File: src/rtl/ee354_gcd_pkg.sv
// Shared constants for the GCD engine: one-hot state codes and algorithm mode selectors.
package ee354_gcd_pkg;

    localparam logic [3:0] QI    = 4'b1000;
    localparam logic [3:0] QSUB  = 4'b0100;
    localparam logic [3:0] QMULT = 4'b0010;
    localparam logic [3:0] QDONE = 4'b0001;

    localparam logic MODE_EUCLID = 1'b0;
    localparam logic MODE_STEIN  = 1'b1;

    typedef enum logic [3:0] {
        ST_I    = QI,
        ST_SUB  = QSUB,
        ST_MULT = QMULT,
        ST_DONE = QDONE
    } state_t;

endpackage

File: src/rtl/ee354_gcd_param.sv
// Parameterised GCD engine: subtractive Euclid or binary Stein, with the common
// power of two re-applied in q_Mult and a saturating cycle counter.
module ee354_gcd_param
    import ee354_gcd_pkg::*;
#(
    parameter int WIDTH = 8,
    parameter int CNT_W = $clog2(WIDTH) + 1
) (
    input  logic             Clk,
    input  logic             Reset,
    input  logic             CEN,
    input  logic             Start,
    input  logic             Ack,
    input  logic             Mode,
    input  logic [WIDTH-1:0] Ain,
    input  logic [WIDTH-1:0] Bin,
    output logic [WIDTH-1:0] A,
    output logic [WIDTH-1:0] B,
    output logic [WIDTH-1:0] AB_GCD,
    output logic [CNT_W-1:0] i_count,
    output logic [15:0]      Cycles,
    output logic             q_I,
    output logic             q_Sub,
    output logic             q_Mult,
    output logic             q_Done
);

    localparam logic [CNT_W-1:0] CNT_ONE = CNT_W'(1);

    state_t           state, state_n;
    logic [WIDTH-1:0] a_reg, a_n, b_reg, b_n, gcd_reg, gcd_n;
    logic [CNT_W-1:0] cnt_reg, cnt_n;
    logic [15:0]      cyc_reg, cyc_n, cyc_inc;
    logic             mode_reg, mode_n;
    logic             stein;

    assign cyc_inc = (cyc_reg == 16'hFFFF) ? cyc_reg : cyc_reg + 16'd1;
    assign stein   = (mode_reg == MODE_STEIN);

    always_comb begin
        state_n = state;
        a_n     = a_reg;
        b_n     = b_reg;
        gcd_n   = gcd_reg;
        cnt_n   = cnt_reg;
        cyc_n   = cyc_reg;
        mode_n  = mode_reg;
        case (state)
            ST_I: begin
                if (Start) begin
                    a_n     = Ain;
                    b_n     = Bin;
                    gcd_n   = '0;
                    cnt_n   = '0;
                    cyc_n   = '0;
                    mode_n  = Mode;
                    state_n = ST_SUB;
                end
            end
            ST_SUB: begin
                cyc_n = cyc_inc;
                if (a_reg == '0) begin
                    gcd_n   = b_reg;
                    state_n = ST_MULT;
                end else if (b_reg == '0 || a_reg == b_reg) begin
                    gcd_n   = a_reg;
                    state_n = ST_MULT;
                end else if (stein && !a_reg[0] && !b_reg[0]) begin
                    a_n   = a_reg >> 1;
                    b_n   = b_reg >> 1;
                    cnt_n = cnt_reg + CNT_ONE;
                end else if (stein && !a_reg[0]) begin
                    a_n = a_reg >> 1;
                end else if (stein && !b_reg[0]) begin
                    b_n = b_reg >> 1;
                end else if (a_reg > b_reg) begin
                    a_n = a_reg - b_reg;
                end else begin
                    b_n = b_reg - a_reg;
                end
            end
            // Each extracted common factor of two is restored one shift per cycle.
            ST_MULT: begin
                cyc_n = cyc_inc;
                if (cnt_reg == '0) begin
                    state_n = ST_DONE;
                end else begin
                    gcd_n = gcd_reg << 1;
                    cnt_n = cnt_reg - CNT_ONE;
                end
            end
            ST_DONE: begin
                if (Ack) state_n = ST_I;
            end
            default: state_n = ST_I;
        endcase
    end

    always_ff @(posedge Clk) begin
        if (Reset) begin
            state    <= ST_I;
            a_reg    <= '0;
            b_reg    <= '0;
            gcd_reg  <= '0;
            cnt_reg  <= '0;
            cyc_reg  <= '0;
            mode_reg <= MODE_EUCLID;
        end else if (CEN) begin
            state    <= state_n;
            a_reg    <= a_n;
            b_reg    <= b_n;
            gcd_reg  <= gcd_n;
            cnt_reg  <= cnt_n;
            cyc_reg  <= cyc_n;
            mode_reg <= mode_n;
        end
    end

    assign A       = a_reg;
    assign B       = b_reg;
    assign AB_GCD  = gcd_reg;
    assign i_count = cnt_reg;
    assign Cycles  = cyc_reg;
    assign q_I     = (state == ST_I);
    assign q_Sub   = (state == ST_SUB);
    assign q_Mult  = (state == ST_MULT);
    assign q_Done  = (state == ST_DONE);

endmodule

File: config.mk
export PLATFORM = sky130hd
export DESIGN_NAME = ee354_gcd_param
export DESIGN_NICKNAME = d
export VERILOG_FILES = /design/src/rtl/ee354_gcd_pkg.sv /design/src/rtl/ee354_gcd_param.sv
export SDC_FILE = /design/constraint.sdc
export NUM_CORES = 1
export LEC_CHECK = 0
export ABC_AREA = 1
export CORE_AREA = 4 4 109 111
export DETAILED_ROUTE_END_ITERATION = 8
export DIE_AREA = 0 0 113 115
export PLACE_DENSITY = 0.64
export SYNTH_ARGS = -nofsm -noshare
export SYNTH_HDL_FRONTEND = slang
export SYNTH_SLANG_ARGS = --single-unit
File: constraint.sdc
create_clock -name Clk -period 2.61 [get_ports Clk]
set_clock_uncertainty 0.2 [all_clocks]
set_input_delay 0.261 -clock Clk [delete_from_list [all_inputs] [get_ports Clk]]
set_output_delay 0.261 -clock Clk [all_outputs]
set_load 0.02 [all_outputs]
# ---- After elaboration in Yosys (flattened, before gate mapping)
# Cells that the tools add are included.
dict set report word_totals {
  inputBits 22
  wordCells 88
  out_inout_bits 48
  regBits 49
}
dict set report op_classes {
  order_cmp 1
  reduce_logical 20
  muxes 36
  n_eq_ne 19
  n_addsub 5
}
# op n
set op_table {}
lappend op_table {{$mux 8} 18}
lappend op_table {{$mux 4} 10}
lappend op_table {{$mux 16} 2}
lappend op_table {{$pmux 16 s2} 1}
lappend op_table {{$pmux 8 s2} 2}
lappend op_table {{$pmux 8 s3} 1}
lappend op_table {{$reduce_and 7->1} 3}
lappend op_table {{$add 16x1->16 const B} 1}
lappend op_table {{$eq 16x16->1 const B} 1}
lappend op_table {{$logic_not 8->1} 2}
lappend op_table {{$pmux 4 s4} 1}
lappend op_table {{$sub 8x8->8} 2}
lappend op_table {{$ne 2x2->1 const B} 6}
lappend op_table {{$pmux 4 s3} 1}
lappend op_table {{$reduce_and 5->1} 2}
lappend op_table {{$eq 8x8->1} 1}
lappend op_table {{$gt 8x8->1} 1}
lappend op_table {{$ne 4x4->1 const B} 2}
lappend op_table {{$add 4x1->4 const B} 1}
lappend op_table {{$eq 4x1->1 const B} 1}
lappend op_table {{$eq 4x2->1 const B} 1}
lappend op_table {{$eq 4x3->1 const B} 1}
lappend op_table {{$eq 4x4->1 const B} 1}
lappend op_table {{$logic_not 4->1} 1}
lappend op_table {{other kinds (13)} 18}

# ---- Logic depth before layout (Yosys ltp)
# Gate-level depths: netlist (run 1).
dict set report logic_depth {
  depth_word 8
  depth_mapped 16
  depth_no_buf 15
}

# ---- Least setup slack after synthesis (run 1)
# Ideal clock, no wire load.
dict set report synth_path {
  path_kind {flip-flop to flip-flop}
  startpoint {reg a_reg[0], in the netlist A[0]}
  endpoint {reg b_reg[1], in the netlist B[1]}
  path_buffers 1
  setup_ps 113
  setup_slack_ps 202
  synth_period_minus_slack_ps 2408
  arrival_time_ps 2095
  required_time_ps 2297
  path_stages_with_launch 17
  cell_sequence {dfxtp_1 > inv_1 > ha_1 > fa_1 > inv_1 > nand3_1 > nand2_1 > nand2_1 > nand2_1 > nand2_1 > nand2_1 > nand2_1 > nand2_2 > buf_6 > nand2_1 > nand2_1 > nor2_1}
}
dict set report synth_between {
  elab_chain_cells 8
  word_cells_on_any_way 20
  classes_between {add/sub: 1; order compare: 1; eq/ne: 5; mux: 7; reduce/logical: 6}
}
# item line_no
set synth_lines {}
lappend synth_lines {{start, declared} ee354_gcd_param.sv:31} ;# logic [WIDTH-1:0] a_reg, a_n, b_reg, b_n, gcd_reg, gcd_n;
lappend synth_lines {{start signal, assigned} ee354_gcd_param.sv:110} ;# a_reg <= a_n;
lappend synth_lines {{$sub 8x8->8} ee354_gcd_param.sv:79} ;# b_n = b_reg - a_reg;
lappend synth_lines {{$mux 8} ee354_gcd_param.sv:76} ;# end else if (a_reg > b_reg) begin
lappend synth_lines {{$mux 8} ee354_gcd_param.sv:74} ;# end else if (stein && !b_reg[0]) begin
lappend synth_lines {{$mux 8} ee354_gcd_param.sv:72} ;# end else if (stein && !a_reg[0]) begin
lappend synth_lines {{$mux 8} ee354_gcd_param.sv:68} ;# end else if (stein && !a_reg[0] && !b_reg[0]) begin
lappend synth_lines {{$mux 8} ee354_gcd_param.sv:65} ;# end else if (b_reg == '0 || a_reg == b_reg) begin
lappend synth_lines {{$mux 8} ee354_gcd_param.sv:62} ;# if (a_reg == '0) begin
lappend synth_lines {{$pmux 8 s2} ee354_gcd_param.sv:48} ;# case (state)
lappend synth_lines {{end signal, assigned} ee354_gcd_param.sv:111} ;# b_reg <= b_n;
lappend synth_lines {{end, declared} ee354_gcd_param.sv:31}
# Parallel ways exist; a longest one is shown, timed or not. The select of a mux whose other input is x is not followed.
# A chain may end at the register's enable or synchronous reset.

# ---- Final worst setup path (run 1)
dict set report layout_path {
  startpoint {reg state[1]}
  endpoint {out q_Mult}
}
dict set report layout_between {
  elab_chain_cells 1
}
# item line_no
set layout_lines {}
lappend layout_lines {{start, declared} ee354_gcd_param.sv:30} ;# state_t state, state_n;
lappend layout_lines {{start signal, assigned} ee354_gcd_param.sv:109} ;# state <= state_n;
lappend layout_lines {{$eq 4x2->1} ee354_gcd_param.sv:126} ;# assign q_Mult = (state == ST_MULT);
lappend layout_lines {{end, declared} ee354_gcd_param.sv:24} ;# output logic q_Mult,
# No other way between the ends.

==> impl_metrics.toml, run 1 <==
[timing]
min_period_over_period = 0.951
setup_tns_ns = 0
tightest_slew_ns = 0.629
final-setup-viol-count = 0
post-route-min-period_ns = 2.48
rsz0062_at_grt = "false"
fmax_mhz = 403
slew_headroom = 0.580
maxSlewViolCount = 0
hold_viol_final = 0

[clock_tree]
root_buffer = "clkbuf_8"
clk_latency_ns = 0.31
cts_inserted_buffers = 5
path_clk_slew_ns = 0.10
clkSinkCount = 49
htree_levels = 2
clockBufferDepth = 2
post_cts_buffers = 0
cts_tree = "done"

[global_route]
grt_pass1_wl_um = 19500
grt_max_degree = 22
grt_overflow_total = 0
grt_antenna_before_repair = 0
grt_pass1_vias = 4059
grtUsageTotal = 0.182

[yosys]
syn_area_sq_um = 3780
synth_area_leaders = "dfxtp_1 26%, nand2_1 20%, nor2_1 11%"
ys_warn_count = 0
synth.avg_cell_area_sq_um = 5.95
synth_top_cell_by_area = "dfxtp_1"
synth.ff_latch_count = 49
synth_nets = 678
yosysTopAreaCellShare = 0.259
synth_cell_type_count = 37
synthCells = 635
yosysSeqAreaShare = 0.259

[worst_setup_path]
r2r_start = "A[0]$_SDFFE_PP0P_"
cp_top_family = "buffers and inverters"
cp-start-kind = "flip-flop"
crit_start = "state[1]$_SDFFE_PP0P_"
cp_num_buf_inv = 3
critPathRequiredTime_ns = 2.15
cp_slowest_cell = "clkdlybuf4s50_1"
crit_fanout = 12
cp_cell_sequence = "inv_1, nor2_1, nand2_2, inv_2, clkdlybuf4s50_1"
crit_type = "flip-flop to primary output"
worst_setup_path_end_kind = "primary output"
slowest_delay_ns = 0.66
crit_arrival_ns = 2.02

[routing]
dr.pass1.iters = 5
antenna_left = 0
routedWlPerCell_um = 13.9
drt_wl_total_um = 11900
drc = 0
dr.first_iter.drc_count = 283
vias_per_cell = 4.90
vias = 4202

[power_and_ir_drop]
ir_drop_v = 0.000287
seq_power_share = 0.368
internal_power_mw = 1.37
swShare = 0.408
combPwrFrac = 0.431
power_mw = 2.31
power.density_nw_per_um2 = 479
power_leakage_nw = 2.14
clock_power_share = 0.201
switchingPower_uw = 943

[run]
cap_viol_max_count = 0

[status]
outcome = "complete, no violations"

[floorplan]
die_y_um = 115
initial_core_util = 0.350
core-area_sq_um = 10800
die_w_um = 113
design.portCount = 70
rows = 38
die_area_sq_um = 13000

[cells_and_area]
utilization = 0.446
fill_cells = 1098
final_cell_mix = "200 x nand2_1, 108 x nor2_1, 69 x clkdlybuf4s50_1, 66 x inv_1, 48 x dfxtp_1"
largest_reg_flops = 16
layout-drive-gt1-share = 0.0739
stdcell_area_sq_um = 4820
layout_commonest_cell = "nand2_1"
final_nets = 759
diodes = 0
area_growth_pct = 27.4

[placed_design]
io_buffer_count = 69
placed_cell_area_sq_um = 4710
hpwl_um = 9300
routabilityCongestion = 0.966

[worst_hold_path]
min_from = "Cycles[12]$_SDFFE_PP0P_"
hold_class = "flip-flop to flip-flop"
## metrics by stage
stage / worst slack [ns] / hold slack, ns / instances
after CTS: 0.101 / 0.302 / 856
after floorplan: 0.202 / 0.251 / 635
after global routing: 0.00331 / 0.320 / 857
after detailed placement: 0.111 / 0.288 / 848
final: 0.127 / 0.296 / 857
after global placement: 0.243 / 0.277 / 848
## final cells by class
cell class                 instances  area (sq um)  share of cell area
clock buffer                       5          68.8              0.0143
clock inverter                     3          21.3             0.00441
inverter                          71           270              0.0561
multi-input combinational        499          2450               0.509
sequential                        49           982               0.204
tap                              140           175              0.0364
timing repair buffer              90           848               0.176
## worst min-delay path: stages (launching register included)
cell,delay [ns]
dfxtp_1,0.35
inv_1,0.06
a21oi_1,0.05
## logic make-up after synthesis
logic type / after synthesis / share of synthesized area
simple gates: 372 / 0.407
compound gates: 92 / 0.133
buf+inv: 88 / 0.0956
flops: 49 / 0.259
fa+ha+maj: 21 / 0.0754
xor+xnor: 13 / 0.0301
## Yosys cell counts
cell,count
buf_6,2
a21oi_1,45
a21boi_0,3
inv_1,66
clkbuf_1,7
inv_4,1
nor2_1,108
o21ai_2,1
ha_1,18
clkinv_2,1
o211ai_1,2
nand2_2,6
nand4_1,5
xnor2_1,3
a22o_1,1
nor2_4,4
buf_4,1
nor3_1,3
nand3_4,1
nor2_2,1
nand3_1,41
xor2_1,10
dfxtp_1,49
a21oi_4,1
fa_1,3
nand3_2,2
clkbuf_2,1
o21bai_1,1
a21boi_1,1
nand2_1,201
a22oi_1,1
o21ai_1,2
inv_2,3
o21ai_0,32
o22ai_1,1
buf_2,6
a31oi_1,1
## timing repair
action                     in CTS  in global routing
setup endpoints to repair       0                 11
hold buffers                    0                  0
gates resized for setup         0                  3
## per-layer routing
metal | track usage | part of all wire | vias to the layer above
met3 | 0.0284 | 0.062 | 18
met5 | 0 | 0 | -
met4 | 0.0441 | 0.015 | 0
li1 | - | - | 2159
met1 | 0.246 | 0.46 | 1879
met2 | 0.306 | 0.46 | 146
## power by group through the flow
stage	combinational (mW)	sequential [mW]	clock (mW)
2_1_floorplan	0.589	0.919	0
3_3_place_gp	0.970	0.865	0
3_5_place_dp	0.981	0.867	0
4_1_cts	0.986	0.849	0.480
5_1_grt	1.12	0.855	0.512
6_report	0.994	0.850	0.465
## final timing paths
| path | to | slack, ns | cells after the start |
|---|---|---|---|
| min | Cycles[12]$_SDFFE_PP0P_ | 0.30 | 2 |
| max | q_Mult | 0.13 | 5 |
| max reg2reg | B[2]$_SDFFE_PP0P_ | 0.18 | 15 |
| min reg2reg | Cycles[12]$_SDFFE_PP0P_ | 0.30 | 2 |
(Power assumes the default switching activity.)
==> inputs of run 2 (changes only) <==
Settings changed: CTS_CLUSTER_DIAMETER set to 100.
==> results of run 2 <==
No change in the layout: final DEF, timing and power equal those of run 1.
==> inputs of run 3 (changes only) <==
Settings changed: SLEW_MARGIN set to 20.
==> results of run 3 <==
No change in the layout: final DEF, timing and power equal those of run 1.
